<file path="src/rtl/mipi_rx_lane_ctrl.sv">
`default_nettype none
// +----------------------------------------------------------------------------+
// | Module      : mipi_rx_lane_ctrl                                            |
// | Description : MIPI D-PHY receive lane controller: HS entry detection,      |
// |               settle, sync-byte hunt and byte-aligned payload output.      |
// | Revision    : 1.0  initial release                                         |
// +----------------------------------------------------------------------------+
module mipi_rx_lane_ctrl #(
    parameter int SETTLE_CYCLES = 6,
    parameter int SYNC_TIMEOUT  = 64
) (
    input  logic       CLK_IN,
    input  logic       RST,
    input  logic       RX_LP_DP,
    input  logic       RX_LP_DN,
    input  logic [7:0] HS_RX_DATA,
    input  logic       HS_RX_DATA_VALID,
    output logic       HS_EN,
    output logic       RX_ODT_EN,
    output logic [7:0] RX_DATA,
    output logic       RX_DATA_VALID,
    output logic       RX_ACTIVE,
    output logic       RX_SYNC_ERR,
    output logic [1:0] LP_STATE
);

    typedef enum logic [2:0] {
        c_ST_STOP    = 3'd0,
        c_ST_HS_RQST = 3'd1,
        c_ST_HS_PREP = 3'd2,
        c_ST_HS_SYNC = 3'd3,
        c_ST_HS_DATA = 3'd4,
        c_ST_HS_ERR  = 3'd5
    } state_t;

    localparam logic [7:0] c_SYNC_BYTE    = 8'hB8;
    localparam logic [7:0] c_SETTLE_LAST  = 8'(SETTLE_CYCLES - 1);
    localparam logic [9:0] c_TIMEOUT_LAST = 10'(SYNC_TIMEOUT - 1);

    state_t      r_state;
    state_t      w_next_state;
    logic [1:0]  r_lp_meta;
    logic [1:0]  r_lp_state;
    logic [7:0]  r_settle_cnt;
    logic [9:0]  r_timeout_cnt;
    logic [7:0]  r_prev;
    logic        r_prev_valid;
    logic [2:0]  r_offset;
    logic        r_hs_en;
    logic [7:0]  r_rx_data;
    logic        r_rx_data_valid;
    logic        r_rx_active;
    logic        r_sync_err;

    logic [14:0] w_window;
    logic        w_match;
    logic [2:0]  w_match_off;
    logic        w_hit;
    logic        w_timeout;
    logic        w_lp11;
    logic        w_emit;
    logic        w_sync_err_set;
    logic        w_hs_on;
    logic        w_enter_sync;

    // Top window bit can never be part of an 8-bit slice at offsets 0..7.
    assign w_window  = {HS_RX_DATA[6:0], r_prev};
    assign w_lp11    = (r_lp_state == 2'b11);
    assign w_hit     = HS_RX_DATA_VALID && r_prev_valid && w_match;
    assign w_timeout = HS_RX_DATA_VALID && (r_timeout_cnt == c_TIMEOUT_LAST);

    // Descending scan so the lowest matching offset is the one kept.
    always_comb begin
        w_match     = 1'b0;
        w_match_off = 3'd0;
        for (int o = 7; o >= 0; o--) begin
            if (w_window[o +: 8] == c_SYNC_BYTE) begin
                w_match     = 1'b1;
                w_match_off = 3'(o);
            end
        end
    end

    always_comb begin
        w_next_state   = r_state;
        w_emit         = 1'b0;
        w_sync_err_set = 1'b0;
        case (r_state)
            c_ST_STOP: begin
                if (r_lp_state == 2'b01) w_next_state = c_ST_HS_RQST;
            end
            c_ST_HS_RQST: begin
                if (r_lp_state == 2'b00)      w_next_state = c_ST_HS_PREP;
                else if (r_lp_state != 2'b01) w_next_state = c_ST_STOP;
            end
            c_ST_HS_PREP: begin
                if (r_lp_state != 2'b00)              w_next_state = c_ST_STOP;
                else if (r_settle_cnt == c_SETTLE_LAST) w_next_state = c_ST_HS_SYNC;
            end
            c_ST_HS_SYNC: begin
                if (w_lp11) begin
                    w_next_state = c_ST_STOP;
                end else if (w_hit) begin
                    w_next_state = c_ST_HS_DATA;
                end else if (w_timeout) begin
                    w_next_state   = c_ST_HS_ERR;
                    w_sync_err_set = 1'b1;
                end
            end
            c_ST_HS_DATA: begin
                if (w_lp11) w_next_state = c_ST_STOP;
                else        w_emit       = HS_RX_DATA_VALID;
            end
            c_ST_HS_ERR: begin
                if (w_lp11) w_next_state = c_ST_STOP;
            end
            default: w_next_state = c_ST_STOP;
        endcase
        w_hs_on      = (w_next_state == c_ST_HS_PREP) || (w_next_state == c_ST_HS_SYNC) ||
                       (w_next_state == c_ST_HS_DATA);
        w_enter_sync = (w_next_state == c_ST_HS_SYNC) && (r_state != c_ST_HS_SYNC);
    end

    always_ff @(posedge CLK_IN) begin
        if (!RST) begin
            r_state         <= c_ST_STOP;
            r_lp_meta       <= 2'b11;
            r_lp_state      <= 2'b11;
            r_settle_cnt    <= 8'd0;
            r_timeout_cnt   <= 10'd0;
            r_prev          <= 8'd0;
            r_prev_valid    <= 1'b0;
            r_offset        <= 3'd0;
            r_hs_en         <= 1'b0;
            r_rx_data       <= 8'd0;
            r_rx_data_valid <= 1'b0;
            r_rx_active     <= 1'b0;
            r_sync_err      <= 1'b0;
        end else begin
            r_state    <= w_next_state;
            r_lp_meta  <= {RX_LP_DP, RX_LP_DN};
            r_lp_state <= r_lp_meta;

            if (r_state == c_ST_HS_PREP) r_settle_cnt <= r_settle_cnt + 8'd1;
            else                         r_settle_cnt <= 8'd0;

            if (w_enter_sync) begin
                r_prev        <= 8'd0;
                r_prev_valid  <= 1'b0;
                r_timeout_cnt <= 10'd0;
            end else if (HS_RX_DATA_VALID &&
                         ((r_state == c_ST_HS_SYNC) || (r_state == c_ST_HS_DATA))) begin
                r_prev       <= HS_RX_DATA;
                r_prev_valid <= 1'b1;
                if (r_state == c_ST_HS_SYNC) r_timeout_cnt <= r_timeout_cnt + 10'd1;
            end

            if ((r_state == c_ST_HS_SYNC) && w_hit) r_offset <= w_match_off;

            r_rx_data_valid <= w_emit;
            if (w_emit) r_rx_data <= w_window[r_offset +: 8];

            r_sync_err  <= w_sync_err_set;
            r_hs_en     <= w_hs_on;
            r_rx_active <= (w_next_state == c_ST_HS_DATA);
        end
    end

    assign HS_EN         = r_hs_en;
    assign RX_ODT_EN     = r_hs_en;
    assign RX_DATA       = r_rx_data;
    assign RX_DATA_VALID = r_rx_data_valid;
    assign RX_ACTIVE     = r_rx_active;
    assign RX_SYNC_ERR   = r_sync_err;
    assign LP_STATE      = r_lp_state;

endmodule
`default_nettype wire

</file>
<file path="config.mk">
export PLATFORM = sky130hd
export DESIGN_NAME = mipi_rx_lane_ctrl
export DESIGN_NICKNAME = d
export VERILOG_FILES = /design/src/rtl/mipi_rx_lane_ctrl.sv
export SDC_FILE = /design/constraint.sdc
export NUM_CORES = 1
export LEC_CHECK = 0
export BUFFER_PORTS_ARGS = -buffer_cell sky130_fd_sc_hd__buf_2
export CORE_MARGIN = 1.5
export CORE_UTILIZATION = 30
export CTS_CLUSTER_DIAMETER = 200
export DETAILED_ROUTE_END_ITERATION = 8
export SETUP_SLACK_MARGIN = 0.05
export SLEW_MARGIN = 0
export SYNTH_ARGS = -nofsm -noshare
export SYNTH_HDL_FRONTEND = slang
export SYNTH_SLANG_ARGS = --single-unit
</file>
<file path="constraint.sdc">
create_clock -name CLK_IN -period 1.7 [get_ports CLK_IN]
set_input_delay 0.17 -clock CLK_IN [delete_from_list [all_inputs] [get_ports CLK_IN]]
set_output_delay 0.17 -clock CLK_IN [all_outputs]
set_load 0.05 [all_outputs]
</file>
==> run_summary.xml <==
<?xml version="1.0" encoding="UTF-8"?>
<metrics>
  <group name="run_status">
    <metric name="result_of_the_run" unit="">complete, no violations</metric>
  </group>
  <group name="logic_synthesis">
    <metric name="syn-mean-instance-area" unit="sq um">9.94</metric>
    <metric name="ys_dominant_reg_cell" unit="">sky130_fd_sc_hd__dfxtp_1</metric>
    <metric name="synth_seq_area_share" unit="%">39.3</metric>
    <metric name="synth-edff-count" unit="">0</metric>
    <metric name="post_synth_num_cell_types" unit="">44</metric>
    <metric name="synth.net_count" unit="">267</metric>
    <metric name="synth-async-reset-ratio" unit="%">0</metric>
    <metric name="post_synth_instance_area" unit="sq um">2500</metric>
    <metric name="synth_top_area_cell" unit="">sky130_fd_sc_hd__dfxtp_1</metric>
    <metric name="postSynthRegisterBits" unit="">49</metric>
    <metric name="post_synth_main_area_contributors" unit="">sky130_fd_sc_hd__dfxtp_1 39%, sky130_fd_sc_hd__mux2i_1 8.4%, sky130_fd_sc_hd__mux4_2 7.2%, sky130_fd_sc_hd__nor2_1 4.5%, sky130_fd_sc_hd__and4bb_2 4.0%</metric>
    <metric name="post-synth-top-area-fraction" unit="%">39.3</metric>
    <metric name="syn-instance-count" unit="">251</metric>
    <metric name="ys.warnings.count" unit="">0</metric>
  </group>
  <group name="timing">
    <metric name="tns" unit="ns">0</metric>
    <metric name="final.hold.worst_slack" unit="ns">0.0523</metric>
    <metric name="rsz0062_at_grt" unit="">true</metric>
    <metric name="post_route_setup_slack" unit="ns">0.0740</metric>
    <metric name="fin_worst_skew" unit="ns">0.0102</metric>
    <metric name="report.final.hold_viol_count" unit="">0</metric>
    <metric name="clock.fmax" unit="MHz">615</metric>
    <metric name="tightest_pin_transition" unit="ns">0.424</metric>
    <metric name="worst_slew_margin_rel" unit="%">71.4</metric>
    <metric name="layout_worst_path_cycle_share" unit="%">95.6</metric>
    <metric name="slew_violations" unit="">0</metric>
    <metric name="finalCriticalPeriod" unit="ns">1.63</metric>
    <metric name="setup_viol" unit="">0</metric>
  </group>
  <group name="routing">
    <metric name="post_detailed_routing_wire_length" unit="um">5250</metric>
    <metric name="drc" unit="">0</metric>
    <metric name="via_count" unit="">1935</metric>
    <metric name="route.detailed.vias_per_inst" unit="">4.90</metric>
    <metric name="detailedRoute.firstPassIterationCount" unit="">4</metric>
    <metric name="detail_route.iter0.violations" unit="">137</metric>
    <metric name="post_dr_wirelength_cell" unit="um">13.3</metric>
    <metric name="drt.antenna.violating_nets" unit="">0</metric>
  </group>
  <group name="worst_setup_path">
    <metric name="setup_crit_start_kind" unit="">flip-flop</metric>
    <metric name="reg_to_reg_slack_setup" unit="ns">0.07</metric>
    <metric name="worst-endpoint-arrival" unit="ns">1.81</metric>
    <metric name="timing.setup.critical_path_class" unit="">flip-flop to flip-flop</metric>
    <metric name="reg2reg_from" unit="">r_prev[2]$_SDFFE_PP0P_</metric>
    <metric name="reg2reg_to" unit="">HS_EN$_SDFF_PN0_</metric>
    <metric name="required" unit="ns">1.89</metric>
    <metric name="crit_path_end_kind" unit="">flip-flop</metric>
    <metric name="crit_path_max_fanout" unit="">5</metric>
    <metric name="worst_r2r_path_depth" unit="">5</metric>
  </group>
  <group name="power">
    <metric name="ir_drop" unit="uV">390</metric>
    <metric name="power.static_leakage" unit="nW">1.24</metric>
    <metric name="power.density" unit="nW/um^2">702</metric>
  </group>
  <group name="clock_network">
    <metric name="tritoncts" unit="">done</metric>
    <metric name="clockRootBuffer" unit="">sky130_fd_sc_hd__clkbuf_8</metric>
    <metric name="clock_latency" unit="ns">0.30</metric>
    <metric name="clk_transition_reported_paths" unit="ns">0.08</metric>
    <metric name="tritoncts_buffers" unit="">5</metric>
    <metric name="cts-root-to-sink-buffers" unit="">2</metric>
    <metric name="cts_htree_levels" unit="">2</metric>
    <metric name="cts.sinks" unit="">49</metric>
    <metric name="postCtsSetupRepairBufs" unit="">0</metric>
  </group>
  <group name="floorplanning">
    <metric name="design.core.area" unit="sq um">8130</metric>
    <metric name="start_util" unit="%">30.7</metric>
    <metric name="die_y" unit="um">94.2</metric>
    <metric name="placement_rows" unit="">33</metric>
    <metric name="fp.dieW" unit="um">94.2</metric>
    <metric name="die_area" unit="sq um">8880</metric>
    <metric name="floorplan.io_pins" unit="">28</metric>
  </group>
  <group name="worst_hold_path">
    <metric name="min_from" unit="">RX_LP_DN</metric>
    <metric name="hold_end" unit="">r_lp_meta[0]$_SDFF_PN1_</metric>
    <metric name="whs_path_depth" unit="">2</metric>
    <metric name="timing.hold.worst.class" unit="">primary input to flip-flop</metric>
  </group>
  <group name="run">
    <metric name="drv_cap" unit="">0</metric>
  </group>
  <group name="global_routing">
    <metric name="initial_antenna_violation_count" unit="">0</metric>
    <metric name="first_global_vias" unit="">1884</metric>
    <metric name="grt_use_total" unit="%">13.1</metric>
    <metric name="grt.overflow.total" unit="">0</metric>
    <metric name="maximum_number_of_pins_on_one_net_before_global_route_repair" unit="">21</metric>
    <metric name="grt_first_pass_wirelength" unit="um">9130</metric>
  </group>
  <group name="cells_and_area">
    <metric name="insertedDiodeCount" unit="">0</metric>
    <metric name="syn_to_final_growth" unit="%">20.3</metric>
    <metric name="mostFrequentLayoutCell" unit="">sky130_fd_sc_hd__dfxtp_1</metric>
    <metric name="layout.cells.most_common_list" unit="">43 x sky130_fd_sc_hd__dfxtp_1, 30 x sky130_fd_sc_hd__nor2_1, 27 x sky130_fd_sc_hd__buf_2</metric>
    <metric name="drive_gt1_share" unit="%">27.9</metric>
    <metric name="layout.nets" unit="">305</metric>
  </group>
  <group name="placed_design">
    <metric name="place_congestion" unit="">0.857</metric>
    <metric name="io_buffer_count" unit="">27</metric>
    <metric name="hpwl" unit="um">3940</metric>
    <metric name="detailedPlace.worstSlack" unit="ns">0.0991</metric>
  </group>
</metrics>
cell families after synthesis:
logic type	share of synthesized area, %
adder cells (fa/ha/maj)	1.50
XOR/XNOR	5.61
AND/OR/NAND/NOR	23.9
multiplexers	16.2
buffers and inverters	3.16
AO/OA/AOI/OAI	10.3
flip-flops	39.3
state kept, by name, indices dropped and copies added (netlist names), 2 cells and up:
name           count
r_state            3
LP_STATE           2
r_settle_cnt       8
r_timeout_cnt     10
r_offset           3
r_prev             8
r_lp_meta          2
RX_DATA            8
critical path: stages (launching register included):
cell and delay, ns:
sky130_fd_sc_hd__dfxtp_1 0.40, sky130_fd_sc_hd__and4bb_2 0.27, sky130_fd_sc_hd__o21ai_2 0.19, sky130_fd_sc_hd__a41o_1 0.29, sky130_fd_sc_hd__a211oi_2 0.10, sky130_fd_sc_hd__mux2_4 0.26
how the worst max path moves through the flow:
stage | start | end | slack [ns]
4_1_cts | r_prev[3]$_SDFFE_PP0P_ | HS_EN$_SDFF_PN0_ | 0.08
3_5_place_dp | r_prev[4]$_SDFFE_PP0P_ | HS_EN$_SDFF_PN0_ | 0.1
3_3_place_gp | r_prev[4]$_SDFFE_PP0P_ | HS_EN$_SDFF_PN0_ | 0.13
5_1_grt | r_prev[6]$_SDFFE_PP0P_ | HS_EN$_SDFF_PN0_ | 0.02
2_1_floorplan | LP_STATE[1]$_SDFF_PN1_ | RX_DATA[0]$_SDFFE_PN0P_ | 0.05
6_report | r_prev[2]$_SDFFE_PP0P_ | HS_EN$_SDFF_PN0_ | 0.07
area by class of cell:
cell class                 count  area (sq um)
fill                         793          5130
multi-input combinational    186          1470
sequential                    49           991
timing repair buffer          43           284
tap                          105           131
clock buffer                   7          86.3
clock inverter                 1          30.0
inverter                       4          15.0
per-layer routing:
layer	GRT usage (%)	vias up	wire length (um)
li1	-	983	-
met1	17.9	916	2630
met2	19.8	32	2400
met3	2.83	4	149
met4	5.47	0	61
met5	0	-	0
Yosys cell counts, drive strengths merged, types with 2 or more instances:
cell    instances
dfxtp          49
nor2           30
mux2i          21
nand2          20
nand3          11
xor2           11
and4bb          9
buf             8
mux4            8
o211a           8
a21oi           7
nor2b           7
o21ai           7
nand2b          5
xnor2           5
and3            4
clkbuf          4
inv             4
and4            3
ha              3
o21a            3
and2            2
nand4           2
nor3b           2
nor4            2
nor4bb          2
o211ai          2
repair_timing:
item                                    CTS  global route
endpoints found under the setup margin    0            11
resized for setup                         0            13
hold buffers                              0             0
per-stage QoR:
stage          instance area [sq um]  utilization (%)  cells  total power, mW
2_1_floorplan                   2500                -    251             1.23
3_3_place_gp                    2850             35.0    387             1.28
3_5_place_dp                    2850             35.0    387             1.28
4_1_cts                         2960             36.4    395             2.14
5_1_grt                         3000             36.9    395             2.20
6_report                        3000             36.9    395             2.11
power by group:
group | total (mW) | switching, mW | internal [mW]
sequential | 1.15 | 0.00366 | 1.15
combinational | 0.0993 | 0.0596 | 0.0397
clock | 0.853 | 0.373 | 0.480
Power figures use the tool's default switching activity.
